File: config.mk
export PLATFORM = sky130hd
export DESIGN_NAME = inst_fetch_unit_flat
export DESIGN_NICKNAME = d
export VERILOG_FILES = /design/src/rtl/gumnut_pkg.sv /design/src/rtl/inst_fetch_unit_if.sv /design/src/rtl/inst_fetch_unit_ret_stack.sv /design/src/rtl/inst_fetch_unit.sv /design/src/flat_wrapper.sv
export SDC_FILE = /design/constraint.sdc
export NUM_CORES = 1
export LEC_CHECK = 0
export BUFFER_PORTS_ARGS = -buffer_cell sky130_fd_sc_hd__buf_2
export CAP_MARGIN = 25
export CORE_MARGIN = 2
export CORE_UTILIZATION = 50
export CTS_BUF_LIST = sky130_fd_sc_hd__clkbuf_16
export CTS_CLUSTER_SIZE = 10
export DETAILED_ROUTE_END_ITERATION = 8
export GPL_ROUTABILITY_DRIVEN = 0
export PLACE_DENSITY_LB_ADDON = 0.3
export SKIP_LAST_GASP = 1
export SYNTH_ARGS = -nofsm -noshare
export SYNTH_HDL_FRONTEND = slang
export SYNTH_HIERARCHICAL = 1
export SYNTH_SLANG_ARGS = --single-unit
File: constraint.sdc
create_clock -name clk_i -period 4.4 [get_ports clk_i]
set_clock_uncertainty 0.05 [all_clocks]
set_input_delay 0.88 -clock clk_i [delete_from_list [all_inputs] [get_ports clk_i]]
set_output_delay 0.88 -clock clk_i [all_outputs]
set_load 0.05 [all_outputs]
File: src/rtl/gumnut_pkg.sv
// Shared opcode/function encodings, instruction width and fetch FSM states
// for the instruction fetch unit.
package gumnut_pkg;

    localparam int INST_W = 18;

    localparam logic [2:0] OP_BRANCH = 3'd5;
    localparam logic [2:0] OP_JUMP   = 3'd6;
    localparam logic [2:0] OP_MISC   = 3'd7;

    localparam logic [2:0] FN_JMP = 3'd0;
    localparam logic [2:0] FN_JSB = 3'd1;
    localparam logic [2:0] FN_RET = 3'd0;

    typedef enum logic [1:0] {
        RESET = 2'd0,
        FETCH = 2'd1,
        EXEC  = 2'd2
    } fetch_state_t;

endpackage

File: src/rtl/inst_fetch_unit_if.sv
// Instruction bus (cyc/stb/ack) between the fetch unit (master) and program memory (slave).
interface inst_fetch_unit_if #(
    parameter int PC_W = 12
);
    logic                          inst_cyc_o;
    logic                          inst_stb_o;
    logic [PC_W-1:0]               inst_adr_o;
    logic [gumnut_pkg::INST_W-1:0] inst_dat_i;
    logic                          inst_ack_i;

    modport master (
        output inst_cyc_o, inst_stb_o, inst_adr_o,
        input  inst_dat_i, inst_ack_i
    );

    modport slave (
        input  inst_cyc_o, inst_stb_o, inst_adr_o,
        output inst_dat_i, inst_ack_i
    );
endinterface

File: src/rtl/inst_fetch_unit_ret_stack.sv
// Circular return-address stack: a push when full overwrites the oldest entry,
// a pop when empty yields RST_VEC; both misuses raise a one-cycle error pulse.
module ret_stack #(
    parameter int              PC_W    = 12,
    parameter int              STACK_D = 8,
    parameter logic [PC_W-1:0] RST_VEC = '0
) (
    input  logic                     clk_i,
    input  logic                     rst_i,
    input  logic                     i_push,
    input  logic                     i_pop,
    input  logic [PC_W-1:0]          i_data,
    output logic [PC_W-1:0]          o_data,
    output logic [$clog2(STACK_D):0] o_sp,
    output logic                     o_err
);
    localparam int PTR_W = $clog2(STACK_D);

    logic [PC_W-1:0]  r_mem [STACK_D];
    logic [PTR_W-1:0] r_ptr;
    logic [PTR_W:0]   r_sp;
    logic             r_err;
    logic [PTR_W-1:0] w_top_idx;
    logic             w_full;
    logic             w_empty;

    // r_ptr is the next write slot; it wraps freely so overflow overwrites the oldest entry
    assign w_top_idx = r_ptr - PTR_W'(1);
    assign w_full    = (r_sp == (PTR_W+1)'(STACK_D));
    assign w_empty   = (r_sp == '0);
    assign o_data    = w_empty ? RST_VEC : r_mem[w_top_idx];
    assign o_sp      = r_sp;
    assign o_err     = r_err;

    always_ff @(posedge clk_i) begin
        if (rst_i) begin
            r_ptr <= '0;
            r_sp  <= '0;
            r_err <= 1'b0;
        end else begin
            r_err <= (i_push && w_full) || (i_pop && w_empty);
            if (i_push) begin
                r_mem[r_ptr] <= i_data;
                r_ptr        <= r_ptr + PTR_W'(1);
                if (!w_full) begin
                    r_sp <= r_sp + (PTR_W+1)'(1);
                end
            end else if (i_pop && !w_empty) begin
                r_ptr <= w_top_idx;
                r_sp  <= r_sp - (PTR_W+1)'(1);
            end
        end
    end
endmodule

File: src/rtl/inst_fetch_unit.sv
// Instruction fetch unit: owns the PC, fetches words into the IR over the
// instruction bus and resolves the next PC (branch/jump/jsb/ret) on retirement.
module inst_fetch_unit
    import gumnut_pkg::*;
#(
    parameter int              PC_W    = 12,
    parameter int              STACK_D = 8,
    parameter logic [PC_W-1:0] RST_VEC = '0
) (
    input  logic                clk_i,
    input  logic                rst_i,
    inst_fetch_unit_if.master   bus,
    output logic [INST_W-1:0]   ir_o,
    output logic                ir_valid_o,
    output logic [PC_W-1:0]     pc_o,
    input  logic                exec_done_i,
    input  logic [2:0]          op_e,
    input  logic [2:0]          func_e,
    input  logic [PC_W-1:0]     addr_e,
    input  logic [7:0]          disp_e,
    input  logic                carry_e,
    input  logic                zero_e,
    output logic                stack_err_o
);
    fetch_state_t          r_state;
    fetch_state_t          w_state_next;
    logic [PC_W-1:0]       r_pc;
    logic [INST_W-1:0]     r_ir;
    logic                  r_ir_valid;
    logic [PC_W-1:0]       w_next_pc;
    logic [PC_W-1:0]       w_pc_inc;
    logic [PC_W-1:0]       w_pop_data;
    logic [$clog2(STACK_D):0] w_sp;
    logic                  w_push;
    logic                  w_pop;
    logic                  w_taken;
    logic                  w_fetch;
    logic                  w_retire;

    assign w_fetch  = (r_state == FETCH);
    assign w_retire = (r_state == EXEC) && exec_done_i;
    assign w_pc_inc = r_pc + PC_W'(1);

    assign bus.inst_cyc_o = w_fetch;
    assign bus.inst_stb_o = w_fetch;
    assign bus.inst_adr_o = r_pc;
    assign ir_o           = r_ir;
    assign ir_valid_o     = r_ir_valid;
    assign pc_o           = r_pc;

    always_ff @(posedge clk_i) begin
        if (rst_i) begin
            r_state <= RESET;
        end else begin
            r_state <= w_state_next;
        end
    end

    always_comb begin
        w_state_next = r_state;
        case (r_state)
            RESET:   w_state_next = FETCH;
            FETCH:   if (bus.inst_ack_i) w_state_next = EXEC;
            EXEC:    if (exec_done_i)    w_state_next = FETCH;
            default: w_state_next = RESET;
        endcase
    end

    // Stack operations are qualified by w_retire so each instruction touches the stack once
    always_comb begin
        w_next_pc = w_pc_inc;
        w_push    = 1'b0;
        w_pop     = 1'b0;
        w_taken   = 1'b0;
        case (func_e[1:0])
            2'b00: w_taken = zero_e;
            2'b01: w_taken = !zero_e;
            2'b10: w_taken = carry_e;
            2'b11: w_taken = !carry_e;
            default: w_taken = 1'b0;
        endcase
        case (op_e)
            OP_BRANCH: begin
                if (w_taken) w_next_pc = w_pc_inc + {{(PC_W-8){disp_e[7]}}, disp_e};
            end
            OP_JUMP: begin
                if (func_e == FN_JMP) begin
                    w_next_pc = addr_e;
                end else if (func_e == FN_JSB) begin
                    w_next_pc = addr_e;
                    w_push    = w_retire;
                end
            end
            OP_MISC: begin
                if (func_e == FN_RET) begin
                    w_next_pc = w_pop_data;
                    w_pop     = w_retire;
                end
            end
            default: w_next_pc = w_pc_inc;
        endcase
    end

    always_ff @(posedge clk_i) begin
        if (rst_i) begin
            r_pc       <= RST_VEC;
            r_ir       <= '0;
            r_ir_valid <= 1'b0;
        end else if (w_fetch && bus.inst_ack_i) begin
            r_ir       <= bus.inst_dat_i;
            r_ir_valid <= 1'b1;
        end else if (w_retire) begin
            r_pc       <= w_next_pc;
            r_ir_valid <= 1'b0;
        end
    end

    ret_stack #(
        .PC_W    (PC_W),
        .STACK_D (STACK_D),
        .RST_VEC (RST_VEC)
    ) u_stack (
        .clk_i  (clk_i),
        .rst_i  (rst_i),
        .i_push (w_push),
        .i_pop  (w_pop),
        .i_data (w_pc_inc),
        .o_data (w_pop_data),
        .o_sp   (w_sp),
        .o_err  (stack_err_o)
    );
endmodule
File: src/flat_wrapper.sv
// flat-port wrapper written by rule: the top's interface ports become plain ports
module inst_fetch_unit_flat import gumnut_pkg::*;
#(
    parameter int              PC_W    = 12,
    parameter int              STACK_D = 8,
    parameter logic [PC_W-1:0] RST_VEC = '0
)
  (clk_i, rst_i, ir_o, ir_valid_o, pc_o, exec_done_i, op_e, func_e, addr_e, disp_e, carry_e, zero_e, stack_err_o, bus_inst_cyc_o, bus_inst_stb_o, bus_inst_adr_o, bus_inst_dat_i, bus_inst_ack_i);
  inst_fetch_unit_if #(.PC_W(PC_W)) bus_i ();
  input  logic clk_i;
  input  logic rst_i;
  output logic [INST_W-1:0] ir_o;
  output logic ir_valid_o;
  output logic [PC_W-1:0] pc_o;
  input  logic exec_done_i;
  input  logic [2:0] op_e;
  input  logic [2:0] func_e;
  input  logic [PC_W-1:0] addr_e;
  input  logic [7:0] disp_e;
  input  logic carry_e;
  input  logic zero_e;
  output logic stack_err_o;
  output wire logic [$bits(bus_i.inst_cyc_o)-1:0] bus_inst_cyc_o;
  output wire logic [$bits(bus_i.inst_stb_o)-1:0] bus_inst_stb_o;
  output wire logic [$bits(bus_i.inst_adr_o)-1:0] bus_inst_adr_o;
  input wire logic [$bits(bus_i.inst_dat_i)-1:0] bus_inst_dat_i;
  input wire logic [$bits(bus_i.inst_ack_i)-1:0] bus_inst_ack_i;
  assign bus_inst_cyc_o = bus_i.inst_cyc_o;
  assign bus_inst_stb_o = bus_i.inst_stb_o;
  assign bus_inst_adr_o = bus_i.inst_adr_o;
  assign bus_i.inst_dat_i = bus_inst_dat_i;
  assign bus_i.inst_ack_i = bus_inst_ack_i;
  inst_fetch_unit #(.PC_W(PC_W), .STACK_D(STACK_D), .RST_VEC(RST_VEC)) u_core (.clk_i(clk_i), .rst_i(rst_i), .bus(bus_i), .ir_o(ir_o), .ir_valid_o(ir_valid_o), .pc_o(pc_o), .exec_done_i(exec_done_i), .op_e(op_e), .func_e(func_e), .addr_e(addr_e), .disp_e(disp_e), .carry_e(carry_e), .zero_e(zero_e), .stack_err_o(stack_err_o));
endmodule
==> summary.txt <==
Global routing
  • Vias in the first global route: 4622
  • First-pass GRT wire length: 24400 um
  • Grt total ovfl: 0
  • Tot GR Track Use: 22.4%
  • Pin count of the biggest net entering global routing: 46
  • Initial antenna violation count: 0

Worst setup path
  • RR Startpoint: u_core/bus.inst_adr_o[2]
  • Reg2Reg Depth: 8
  • Reg-to-reg slack, setup: 1.06 ns
  • CP Data Required Time: 4.66 ns
  • Reg2reg end: u_core/bus.inst_adr_o[10]
  • Worst setup EP type: flip-flop
  • Startpoint class of the critical path: flip-flop
  • CP max FO: 10
  • CP Class: reg2reg
  • WP data arrival: 3.60 ns

Clock network
  • # clock sinks: 137
  • Max Buffers Root-to-Sink: 2
  • CTS Hold Bufs: 0
  • H-tree levels: 4
  • Clk_lat worst skew: 0.42 ns
  • CTS Buf Count: 17
  • Post-CTS Resized: 0
  • CTS clock-pin slew for the worst setup and hold paths: 0.06 ns
  • Post-CTS setup buffer count: 0
  • CTS tree: done
  • Clock Tree Root: clkbuf_16

Hold path
  • Hold_sp: u_core/ir_o[4]
  • Worst min-delay path category: reg2reg
  • Worst hold endpoint: u_core/ir_o[4]
  • Hold Crit Depth: 2

Routing
  • Routed Antenna Nets: 0
  • DRT Pass-1 Iters: 5
  • Drt via density: 5.84
  • Via count: 4785
  • DRT iter0 DRCs: 339
  • DRC: 0
  • Routed len/inst: 18.5 um
  • Routed wire length: 15200 um

Final layout
  • Nets@finish: 704
  • # fillers: 1046
  • N_diodes: 0
  • Share of layout cells above drive strength 1: 28.1%
  • Area occupied by multi-input gates: 2640 um^2
  • Register Area: 3700 um^2
  • Area delta synth->final: 18.7%

Synth
  • EDFF count, synth: 96
  • Cell variety after synth: 62
  • Post-synthesis net count: 608
  • Post-synthesis sequential area ratio: 56.2%
  • Synthesized instance count: 538
  • Post-Syn Area: 6590 um^2
  • Post-synthesis async set-or-reset flop share: 0%
  • Synth Warn #: 6
  • Avg Inst Size Synth: 12.2 um^2
  • Top FF cell, synth: edfxtp_1
  • #FFs+latches synth: 137

Power
  • Int Pwr: 0.00230 W
  • NetSw: 0.000744 W
  • Sequential Power Share: 45.8%
  • VDD IR-drop max: 0.316 mV
  • Design Power: 0.00305 W
  • Sw frac: 24.4%
  • PwrDens: 390 nW/um^2
  • Logic pwr share: 7.5%
  • Clock share of power: 46.8%
  • Pleak: 3.06 nW

Timing
  • RSZ-0062 raised after global routing: false
  • Crit path time final: 3.34 ns
  • Pins over their slew limit: 0
  • F_max: 0.299 GHz
  • Setup TNS: 0 ns
  • Slew @ Worst Pin: 1.03 ns
  • Hold violation total from the final report: 0
  • Final Setup Violations: 0
  • Period utilization: 75.9%
  • Worst slew margin: 31.1%

Placed design
  • Dpl hpwl: 10500 um
  • Number of port buffers: 95

Die
  • Die Area: 14100 um^2
  • Core area: 12700 um^2
  • Die height: 119 um
  • Die W: 119 um
  • Starting Density: 51.8%
  • Core Rows: 41
  • Io pins: 96

Run status
  • Outcome: finished, final reports clean

Job
  • Max Cap Viol: 0
## kinds of logic after synthesis
| group | synth area share [%] |
|---|---|
| muxes | 9.72 |
| adders and majority gates | 4.03 |
| and+or+nand+nor | 12.7 |
| DFF | 56.2 |
| buffers and inverters | 3.76 |
| xor gates and xnor gates | 2.91 |
| AOI/OAI and AO/OA | 10.7 |
## synth_stat cells, drive strengths merged, types with 2 or more instances
master | count | share of area, %
nor2b | 3 | 0.28
nor3 | 13 | 0.99
a211oi | 4 | 0.46
or2 | 3 | 0.28
buf | 24 | 2.4
dfxtp | 41 | 12
xnor2 | 17 | 2.4
a21oi | 47 | 3.6
nor2 | 33 | 1.9
and4 | 2 | 0.27
or3 | 7 | 0.74
fa | 2 | 0.61
xor2 | 4 | 0.53
edfxtp | 96 | 44
nand4bb | 2 | 0.34
o21a | 4 | 0.46
clkbuf | 15 | 0.85
a221oi | 9 | 1.2
a211o | 4 | 0.53
a21o | 6 | 0.68
o21ai | 5 | 0.38
a221o | 7 | 1.1
nand3 | 9 | 0.68
ha | 18 | 3.4
nand4 | 4 | 0.38
mux4 | 25 | 8.5
nand2b | 6 | 0.57
a31oi | 4 | 0.38
and3 | 5 | 0.47
nand2 | 79 | 4.5
nor4 | 3 | 0.38
nand4b | 2 | 0.27
o211ai | 2 | 0.23
inv | 9 | 0.51
mux2i | 5 | 0.95
## layer usage
metal | wire length, um | part of all wire (%) | up-vias | GRT usage, %
li1 | - | - | 2207 | -
met1 | 6740 | 44 | 2338 | 31.1
met2 | 7050 | 46 | 217 | 34.1
met3 | 1130 | 7.4 | 23 | 5.89
met4 | 269 | 1.8 | 0 | 7.89
met5 | 0 | 0 | - | 0
## layout by cell type (no fill, tap or decap), types with 5 or more instances in the layout
cell type and instances:
edfxtp_1 96, buf_2 95, nand2_1 79, a21oi_1 47, dfxtp_1 40, nor2_1 32
mux4_2 25, buf_4 20, ha_1 18, clkbuf_16 17, xnor2_1 16, nor3_1 13
inv_1 10, nand3_1 9, a221oi_1 9, a221o_1 7, nand2b_1 6, a21o_1 6
or3_1 6, inv_6 5, and3_1 5
## how the worst max path moves through the flow
stage,start,to,cells after the start
after floorplan,func_e[1],u_core/u_stack/r_mem[2][0],8
after global placement,exec_done_i,u_core/u_stack/o_sp[3],9
after detailed placement,exec_done_i,u_core/u_stack/o_sp[3],9
after CTS,u_core/bus.inst_adr_o[3],u_core/bus.inst_adr_o[10],8
after global routing,u_core/bus.inst_adr_o[2],u_core/bus.inst_adr_o[10],8
final,u_core/bus.inst_adr_o[2],u_core/bus.inst_adr_o[10],8
## critical path, stage by stage (launching register included)
cell and delay, ns:
dfxtp_1 0.46, and4_1 0.36, nand4_1 0.14, xnor2_1 0.67, ha_1 0.44, a211o_1 0.30
o41ai_1 0.44, nor3_1 0.09, a211o_1 0.27
## metrics by stage
stage	utilization (%)	setup slack [ns]	instances	area, um^2	hold slack (ns)
6_report	61.5	1.06	819	7820	0.404
3_3_place_gp	56.7	1.04	786	7220	0.391
2_1_floorplan	-	0.674	538	6590	0.441
3_5_place_dp	56.8	0.995	787	7230	0.394
4_1_cts	61.5	1.10	819	7820	0.403
5_1_grt	61.5	0.762	819	7820	0.422
## sequential cells by signal, summed over array words and instances (netlist names)
register,flops
u_core/r_state,2
u_core/u_stack/o_err,1
u_core/u_stack/r_mem,96
u_core/ir_o,18
u_core/u_stack/r_ptr,3
u_core/u_stack/o_sp,4
u_core/ir_valid_o,1
u_core/bus.inst_adr_o,12
## power groups by stage
stage / clock network [W] / logic, W / registers [W]
after floorplan: 0 / 0.000117 / 0.00146
after global placement: 0 / 0.000219 / 0.00142
after detailed placement: 0 / 0.000224 / 0.00142
after CTS: 0.00144 / 0.000226 / 0.00140
after global routing: 0.00150 / 0.000245 / 0.00140
final: 0.00143 / 0.000227 / 0.00140
## layout make-up
class                      count  area share [%]
tap                          172            2.75
clock buffer                  17            5.44
multi-input combinational    353            33.7
inverter                       9           0.432
clock inverter                15            2.11
sequential                   137            47.4
timing repair buffer         116            8.15
Note: power is estimated with default switching activity, not from simulation.
